`src/rtl/ioctl_word_packer.sv`:
```
// ioctl_word_packer: packs a byte-wide ioctl download stream into 32-bit
// words, queues them in a small FIFO and issues SDRAM write requests.
// Ports: clk, reset_n (sync, active low); ioctl_download/wr/addr/data/index
//   in, ioctl_wait out; sdram_addr/data/we/req out, sdram_ack in;
//   busy and words_written status out.
// Option: define IOCTL_PACKER_BYTESWAP_EN to place lane 0 in data[31:24].
module ioctl_word_packer #(
  parameter int FIFO_DEPTH = 4,
  parameter int ROM_INDEX  = 0
) (
  input  logic        clk,
  input  logic        reset_n,
  input  logic        ioctl_download,
  input  logic        ioctl_wr,
  input  logic [24:0] ioctl_addr,
  input  logic [7:0]  ioctl_data,
  input  logic [15:0] ioctl_index,
  output logic        ioctl_wait,
  output logic [22:0] sdram_addr,
  output logic [31:0] sdram_data,
  output logic        sdram_we,
  output logic        sdram_req,
  input  logic        sdram_ack,
  output logic        busy,
  output logic [22:0] words_written
);

  localparam int PW = (FIFO_DEPTH > 1) ? $clog2(FIFO_DEPTH) : 1;
  localparam int CW = $clog2(FIFO_DEPTH + 1);

  typedef enum logic {
    S_IDLE,
    S_REQ
  } state_t;

  logic          r_dl_q;
  logic [3:0]    r_mask;
  logic [31:0]   r_word;
  logic [22:0]   r_waddr;
  logic [22:0]   r_fa [FIFO_DEPTH];
  logic [31:0]   r_fd [FIFO_DEPTH];
  logic [PW-1:0] r_wp;
  logic [PW-1:0] r_rp;
  logic [CW-1:0] r_cnt;
  logic          r_wait;
  state_t        r_state;
  logic [22:0]   r_words;

  state_t        w_state_nxt;
  logic          w_acc;
  logic          w_rise;
  logic          w_fall;
  logic [1:0]    w_lane;
  logic [22:0]   w_waddr;
  logic          w_new;
  logic [31:0]   w_bword;
  logic [31:0]   w_lmask;
  logic [3:0]    w_lsel;
  logic [3:0]    w_base_mask;
  logic [31:0]   w_base_word;
  logic [31:0]   w_fill_word;
  logic [1:0]    w_push_n;
  logic [22:0]   w_pa0;
  logic [31:0]   w_pd0;
  logic [22:0]   w_pa1;
  logic [31:0]   w_pd1;
  logic [3:0]    w_mask_nxt;
  logic [31:0]   w_word_nxt;
  logic [22:0]   w_waddr_nxt;
  logic          w_pop;
  logic [CW-1:0] w_cnt_nxt;

  assign w_acc = ioctl_download & ioctl_wr
               & (ioctl_index == 16'(ROM_INDEX)) & ~r_wait;
  assign w_rise  = ioctl_download & ~r_dl_q;
  assign w_fall  = ~ioctl_download & r_dl_q;
  assign w_lane  = ioctl_addr[1:0];
  assign w_waddr = ioctl_addr[24:2];
  assign w_new   = (r_mask != 4'd0) && (w_waddr != r_waddr);
  assign w_lsel  = 4'd1 << w_lane;

`ifdef IOCTL_PACKER_BYTESWAP_EN
  assign w_bword = {ioctl_data, 24'd0} >> {w_lane, 3'b000};
  assign w_lmask = 32'hFF00_0000 >> {w_lane, 3'b000};
`else
  assign w_bword = {24'd0, ioctl_data} << {w_lane, 3'b000};
  assign w_lmask = 32'h0000_00FF << {w_lane, 3'b000};
`endif

  // An address change that lands on lane 3 yields two pushes in one
  // cycle: the old partial word first, then the freshly completed one.
  // ioctl_wait guarantees two free slots whenever a byte is accepted.
  always_comb begin
    w_push_n    = 2'd0;
    w_pa0       = 23'd0;
    w_pd0       = 32'd0;
    w_pa1       = 23'd0;
    w_pd1       = 32'd0;
    w_base_mask = r_mask;
    w_base_word = r_word;
    w_fill_word = 32'd0;
    w_mask_nxt  = r_mask;
    w_word_nxt  = r_word;
    w_waddr_nxt = r_waddr;
    if (w_acc) begin
      if (w_new) begin
        w_pa0       = r_waddr;
        w_pd0       = r_word;
        w_push_n    = 2'd1;
        w_base_mask = 4'd0;
        w_base_word = 32'd0;
      end
      w_fill_word = (w_base_word & ~w_lmask) | w_bword;
      w_waddr_nxt = w_waddr;
      if (w_lane == 2'd3) begin
        if (w_new) begin
          w_pa1    = w_waddr;
          w_pd1    = w_fill_word;
          w_push_n = 2'd2;
        end else begin
          w_pa0    = w_waddr;
          w_pd0    = w_fill_word;
          w_push_n = 2'd1;
        end
        w_mask_nxt = 4'd0;
        w_word_nxt = 32'd0;
      end else begin
        w_mask_nxt = w_base_mask | w_lsel;
        w_word_nxt = w_fill_word;
      end
    end else if (w_fall && (r_mask != 4'd0)) begin
      w_pa0      = r_waddr;
      w_pd0      = r_word;
      w_push_n   = 2'd1;
      w_mask_nxt = 4'd0;
      w_word_nxt = 32'd0;
    end
  end

  assign w_pop     = (r_state == S_REQ) & sdram_ack;
  assign w_cnt_nxt = r_cnt + CW'(w_push_n) - CW'(w_pop);

  always_comb begin
    w_state_nxt = r_state;
    unique case (r_state)
      S_IDLE: if (r_cnt != '0) w_state_nxt = S_REQ;
      S_REQ:  if (sdram_ack && (w_cnt_nxt == '0)) w_state_nxt = S_IDLE;
      default: w_state_nxt = S_IDLE;
    endcase
  end

  always_ff @(posedge clk) begin
    if (w_push_n != 2'd0) begin
      r_fa[r_wp] <= w_pa0;
      r_fd[r_wp] <= w_pd0;
    end
    if (w_push_n == 2'd2) begin
      r_fa[r_wp + PW'(1)] <= w_pa1;
      r_fd[r_wp + PW'(1)] <= w_pd1;
    end
  end

  always_ff @(posedge clk) begin
    if (!reset_n) begin
      r_dl_q  <= 1'b0;
      r_mask  <= 4'd0;
      r_word  <= 32'd0;
      r_waddr <= 23'd0;
      r_wp    <= '0;
      r_rp    <= '0;
      r_cnt   <= '0;
      r_wait  <= 1'b0;
      r_state <= S_IDLE;
      r_words <= 23'd0;
    end else begin
      r_dl_q  <= ioctl_download;
      r_mask  <= w_mask_nxt;
      r_word  <= w_word_nxt;
      r_waddr <= w_waddr_nxt;
      r_wp    <= r_wp + PW'(w_push_n);
      r_rp    <= r_rp + PW'(w_pop);
      r_cnt   <= w_cnt_nxt;
      r_wait  <= (w_cnt_nxt >= CW'(FIFO_DEPTH - 1));
      r_state <= w_state_nxt;
      if (w_rise) begin
        r_words <= w_pop ? 23'd1 : 23'd0;
      end else if (w_pop) begin
        r_words <= r_words + 23'd1;
      end
    end
  end

  assign ioctl_wait    = r_wait;
  assign sdram_req     = (r_state == S_REQ);
  assign sdram_we      = (r_state == S_REQ);
  assign sdram_addr    = (r_state == S_REQ) ? r_fa[r_rp] : 23'd0;
  assign sdram_data    = (r_state == S_REQ) ? r_fd[r_rp] : 32'd0;
  assign words_written = r_words;
  assign busy = reset_n & (ioctl_download | (r_mask != 4'd0)
              | (r_cnt != '0) | (r_state == S_REQ));

endmodule

```
`config.mk`:
```
export PLATFORM = sky130hd
export DESIGN_NAME = ioctl_word_packer
export DESIGN_NICKNAME = d
export VERILOG_FILES = /design/src/rtl/ioctl_word_packer.sv
export SDC_FILE = /design/constraint.sdc
export NUM_CORES = 1
export LEC_CHECK = 0
export BUFFER_PORTS_ARGS = -buffer_cell sky130_fd_sc_hd__buf_2
export CAP_MARGIN = 40
export CORE_ASPECT_RATIO = 1.5
export CORE_UTILIZATION = 54
export CTS_CLUSTER_SIZE = 30
export DETAILED_ROUTE_END_ITERATION = 7
export PLACE_DENSITY = 0.77
export RECOVER_POWER = 100
export REMOVE_ABC_BUFFERS = 1
export SYNTH_ARGS = -nofsm -noshare
export SYNTH_HDL_FRONTEND = slang
export SYNTH_SLANG_ARGS = --single-unit
```
`constraint.sdc`:
```
create_clock -name clk -period 8.8 [get_ports clk]
set_input_delay 1.76 -clock clk [delete_from_list [all_inputs] [get_ports clk]]
set_output_delay 1.76 -clock clk [all_outputs]
set_load 0.02 [all_outputs]
```
==> results_tabular.tex <==
\begin{tabular}{lr}
\hline
Metric & Value \\
\hline
\multicolumn{2}{l}{\textbf{Power}} \\
Total power divided by cell area & 210.0 nW/um\^{}2 \\
Post-layout total power & 3.436 mW \\
Worst IR Drop VDD & 0.1647 mV \\
Leakage power figure & $\sim$5.3 nW \\
\multicolumn{2}{l}{\textbf{Die}} \\
Initial cell density of the core & 54.96\% \\
Core outline area & between 20000 and 30000 sq um \\
Site Rows & 73 \\
Die height & 203.1 microns \\
Floorplan die area & 27630 sq um \\
Top-level I/O count & 136 \\
X dimension of the die & 136.1 microns \\
\multicolumn{2}{l}{\textbf{Clocking}} \\
Number of buffers created by CTS & 29 \\
Cell at the root of the clock tree & sky130\_fd\_sc\_hd\_\_clkbuf\_16 \\
Depth of the CTS H-tree & 1 \\
Clock slew at the register clock pins of the worst setup and hold paths & around 60 ps \\
Post-CTS Hold Fix Bufs & 0 \\
Clk\_lat worst skew & 550 ps \\
Setup bufs post-CTS & 0 \\
Clock tree from TritonCTS & yes \\
\# resized after CTS & 0 \\
Number of sinks driven by the clock tree & roughly 310 \\
Clock tree buffer depth & 3 \\
\multicolumn{2}{l}{\textbf{Global route}} \\
Total track usage & 27.00\% \\
Largest net degree at the start of global routing & 106 \\
GRT Residual Overflow & 0 \\
Wire length of the first global-routing pass & 56880 microns \\
Number of antenna violations at the first check in global routing & 2 \\
Number of global-route vias before repair & 10380 \\
\multicolumn{2}{l}{\textbf{Placement}} \\
Dpl ws & 2132 ps \\
Number of placed instances, taps included & about 1600 \\
Routability cong. & 0.8135 \\
HPWL after detailed placement & 23060 microns \\
Count of buffers from port buffering & 135 \\
\multicolumn{2}{l}{\textbf{Synth}} \\
Dominant combinational cell family by area after synthesis & simple AND/OR/NAND/NOR gates \\
Yosys warnings & 0 \\
Area of the mapped netlist & 14560 sq um \\
Post-synthesis share of cell area spent on xor and xnor gates & 2.647\% \\
Sequential element share of the synthesized area & roughly 58\% \\
Average footprint of a synthesized cell & 12.23 sq um \\
Proportion of synthesized area in mux cells & 8.509\% \\
Area fraction in and, or, nand and nor cells after synthesis & 15.26\% \\
Post-Syn Instances & 1190 \\
Post-synthesis register bit count & $\sim$310 \\
Synthesized-area fraction occupied by adder cells & 0.5673\% \\
Fraction of the mapped netlist area in compound gates & about an eighth \\
Netlist cell types & 54 \\
\multicolumn{2}{l}{\textbf{Critical path}} \\
Critical path start-end classification & input pin to flop \\
Number of buffer and inverter stages on the critical path & 4 \\
R2R cell count & 12 \\
Crit path arrival time & 7580 ps \\
Worst reg2reg path startpoint & r\_waddr[18] \\
Cell type of the slowest stage on the worst timing path & sky130\_fd\_sc\_hd\_\_xnor2\_1 \\
Register-to-register setup slack & 2480 ps \\
Crit. Startpoint & ioctl\_addr[13] \\
Critical path endpoint category & flop \\
Slowest cell delay on critical path & 1110 ps \\
Setup crit start kind & input pin \\
FF-to-FF End & r\_fa[2][0] \\
CP Data Required Time & 9090 ps \\
Critical path, cell by cell & clkbuf\_1, xor2\_1, nor4\_1, nand4\_1, o21ai\_2, inv\_1, clkbuf\_1, ha\_1, nand2b\_1, nor4b\_2, xnor2\_1, buf\_4, o2bb2ai\_1 \\
Crit-path max FO & 36 \\
Crit path max-delay family & buffers and inverters \\
Most numerous cell on the critical path & sky130\_fd\_sc\_hd\_\_clkbuf\_1 \\
\multicolumn{2}{l}{\textbf{Drt}} \\
Routed length on met3 & roughly 2700 microns \\
Ratio of routed vias to standard cells & 6.387 \\
Met2 WL post-DR & just under 20000 microns \\
First-iteration detailed-routing DRC count & 927 \\
Drt pass-1 iters & 5 \\
Final wirelength & 36890 microns \\
Post-DRT Antenna Nets & 0 \\
DR DRC count & 0 \\
Total routed wire length on the met1 layer & 13280 microns \\
Routed len/inst & 22.32 microns \\
Total number of vias & 10560 \\
Top Metal Used & met4 \\
\multicolumn{2}{l}{\textbf{STA}} \\
Number of pins with negative max-slew slack in the final report & approximately 340 \\
Endpoints failing setup & 0 \\
TNS Setup & 0 ps \\
Tcrit/Tclk final & 82.90\% \\
Final setup skew & about 13 ps \\
Transition at the pin with the smallest max-transition slack & between 1500 and 2000 ps \\
Headroom to the max-slew limit & -30.43\% \\
Unrepaired setup endpoints after global routing & false \\
Upper clock frequency limit & 0.1371 GHz \\
Final hold viol count & 0 \\
Shortest period the worst path allows & 7295 ps \\
Worst Setup Slack, final & approximately 1500 ps \\
\multicolumn{2}{l}{\textbf{Min path}} \\
Hold Crit Depth & 2 \\
Beginning of the worst hold path & r\_word[31] \\
Endpoint, Worst Hold & r\_word[31] \\
Min-delay worst type & flop to flop \\
\multicolumn{2}{l}{\textbf{Outcome}} \\
Violated checks & max-capacitance violations, max-slew violations \\
Result of the run & finished with violations \\
\multicolumn{2}{l}{\textbf{Cells and area}} \\
Number of nets in the final layout & 1351 \\
Share of layout cells above drive strength 1 & 15.07\% \\
Final std cells w/o fill & 1653 \\
Area growth from synthesis to final layout & 12.37\% \\
\multicolumn{2}{l}{\textbf{Flow run}} \\
Number of max-cap violations & 9 \\
\hline
\end{tabular}
==> metal layers <==
metal / track usage (%) / vias up
li1: - / 4775
met1: 32.48 / 5155
met2: 48.17 / 522
met3: 3.521 / 106
met4: 10.95 / 0
met5: 0 / -
==> cells by family after synthesis <==
family / count (synthesis)
and+or+nand+nor: 417
muxes: 55
adders and majority gates: 6
buffers and inverters: 103
AOI/OAI and AO/OA: 253
xor gates and xnor gates: 44
DFF: 312
==> layout by cell type, fill, tap and decap left out, drive strengths merged, types with 8 or more instances in the layout <==
cell type / netlist / final
inv: 10 / 12
dfxtp: 92 / 92
nand2: 119 / 119
edfxtp: 220 / 220
a31oi: 16 / 16
nor3: 8 / 8
mux4: 55 / 55
nor2: 42 / 42
a2bb2oi: 24 / 24
o2bb2ai: 22 / 22
and2: 60 / 60
o21ai: 20 / 20
o22ai: 74 / 74
or3: 29 / 29
clkbuf: 61 / 117
xor2: 22 / 22
xnor2: 22 / 22
nor4: 8 / 8
nand3: 20 / 20
and3: 100 / 100
buf: 31 / 80
a21oi: 54 / 54
a22o: 24 / 24
clkinv: 1 / 11
==> final cells by class <==
| cell class | count | area (sq um) |
|---|---|---|
| well taps | 337 | 421.7 |
| inverters | 11 | 41.29 |
| flip-flops and latches | 312 | 8449 |
| repair buffers | 162 | 783.3 |
| diodes | 2 | 5.005 |
| fillers | 2101 | 10130 |
| clock buffers | 35 | 778.2 |
| multi-input cells | 775 | 5693 |
| clock inverters | 19 | 186.4 |
==> Yosys cell counts, drive strengths merged <==
| cell | number | share of area, % |
|---|---|---|
| edfxtp | 220 | 45 |
| nand2 | 119 | 3.1 |
| and3 | 100 | 4.3 |
| dfxtp | 92 | 13 |
| o22ai | 74 | 3.2 |
| clkbuf | 61 | 1.6 |
| and2 | 60 | 2.6 |
| mux4 | 55 | 8.5 |
| a21oi | 54 | 1.9 |
| nor2 | 42 | 1.1 |
| buf | 31 | 1.1 |
| or3 | 29 | 1.2 |
| a22o | 24 | 1.4 |
| a2bb2oi | 24 | 1.4 |
| o2bb2ai | 22 | 1.3 |
| xnor2 | 22 | 1.3 |
| xor2 | 22 | 1.3 |
| nand3 | 20 | 0.69 |
| o21ai | 20 | 0.71 |
| a31oi | 16 | 0.69 |
| inv | 10 | 0.26 |
| nor3 | 8 | 0.42 |
| nor4 | 8 | 0.34 |
| nand2b | 7 | 0.30 |
| nor2b | 7 | 0.30 |
| o211ai | 7 | 0.36 |
| nand4 | 6 | 0.26 |
| ha | 5 | 0.43 |
| and4 | 3 | 0.18 |
| or2 | 3 | 0.13 |
| a21o | 2 | 0.10 |
| a22oi | 2 | 0.14 |
| nor4b | 2 | 0.16 |
| o2111ai | 2 | 0.12 |
| o31ai | 2 | 0.14 |
| o41ai | 2 | 0.38 |
| or4 | 2 | 0.10 |
| a221oi | 1 | 0.10 |
| a32oi | 1 | 0.060 |
| and4bb | 1 | 0.086 |
| clkinv | 1 | 0.026 |
| fa | 1 | 0.14 |
==> how the worst max path moves through the flow <==
| stage | end | cells past startpoint |
|---|---|---|
| floorplan | r_fa[0][0] | 10 |
| global placement | r_fa[3][7] | 11 |
| detailed placement | r_fd[3][31] | 13 |
| CTS | r_fd[3][31] | 13 |
| global route | r_fa[2][9] | 13 |
| finish | r_fa[2][0] | 13 |
==> tightest hold or removal path, delay by kind of cell (launching register included) <==
family	cells	cell delay, ps
flip-flops	1	320
AND/OR/NAND/NOR	2	90
==> per-stage QoR <==
stage	hold slack, ps	area (sq um)	utilization [%]
after floorplan	417.8	14170	-
after global placement	431.3	15490	58.49
after detailed placement	436.4	15670	59.17
final	447.3	16360	61.76
after global routing	462.5	16360	61.75
after CTS	447.0	16640	62.82
==> state kept, by name, indices dropped and copies added (netlist names) <==
register	flops
sdram_req	1
words_written	23
r_mask	4
r_wp	2
r_fd	128
r_fa	92
r_dl_q	1
r_word	32
ioctl_wait	1
r_rp	2
r_waddr	23
r_cnt	3
==> where the power goes <==
part           total [mW]  switching [mW]  internal (mW)
clock network        1.27           0.551          0.720
registers            1.60          0.0375           1.56
logic               0.565           0.369          0.196
total                3.44           0.958           2.48
Note: power is estimated with default switching activity, not from simulation.
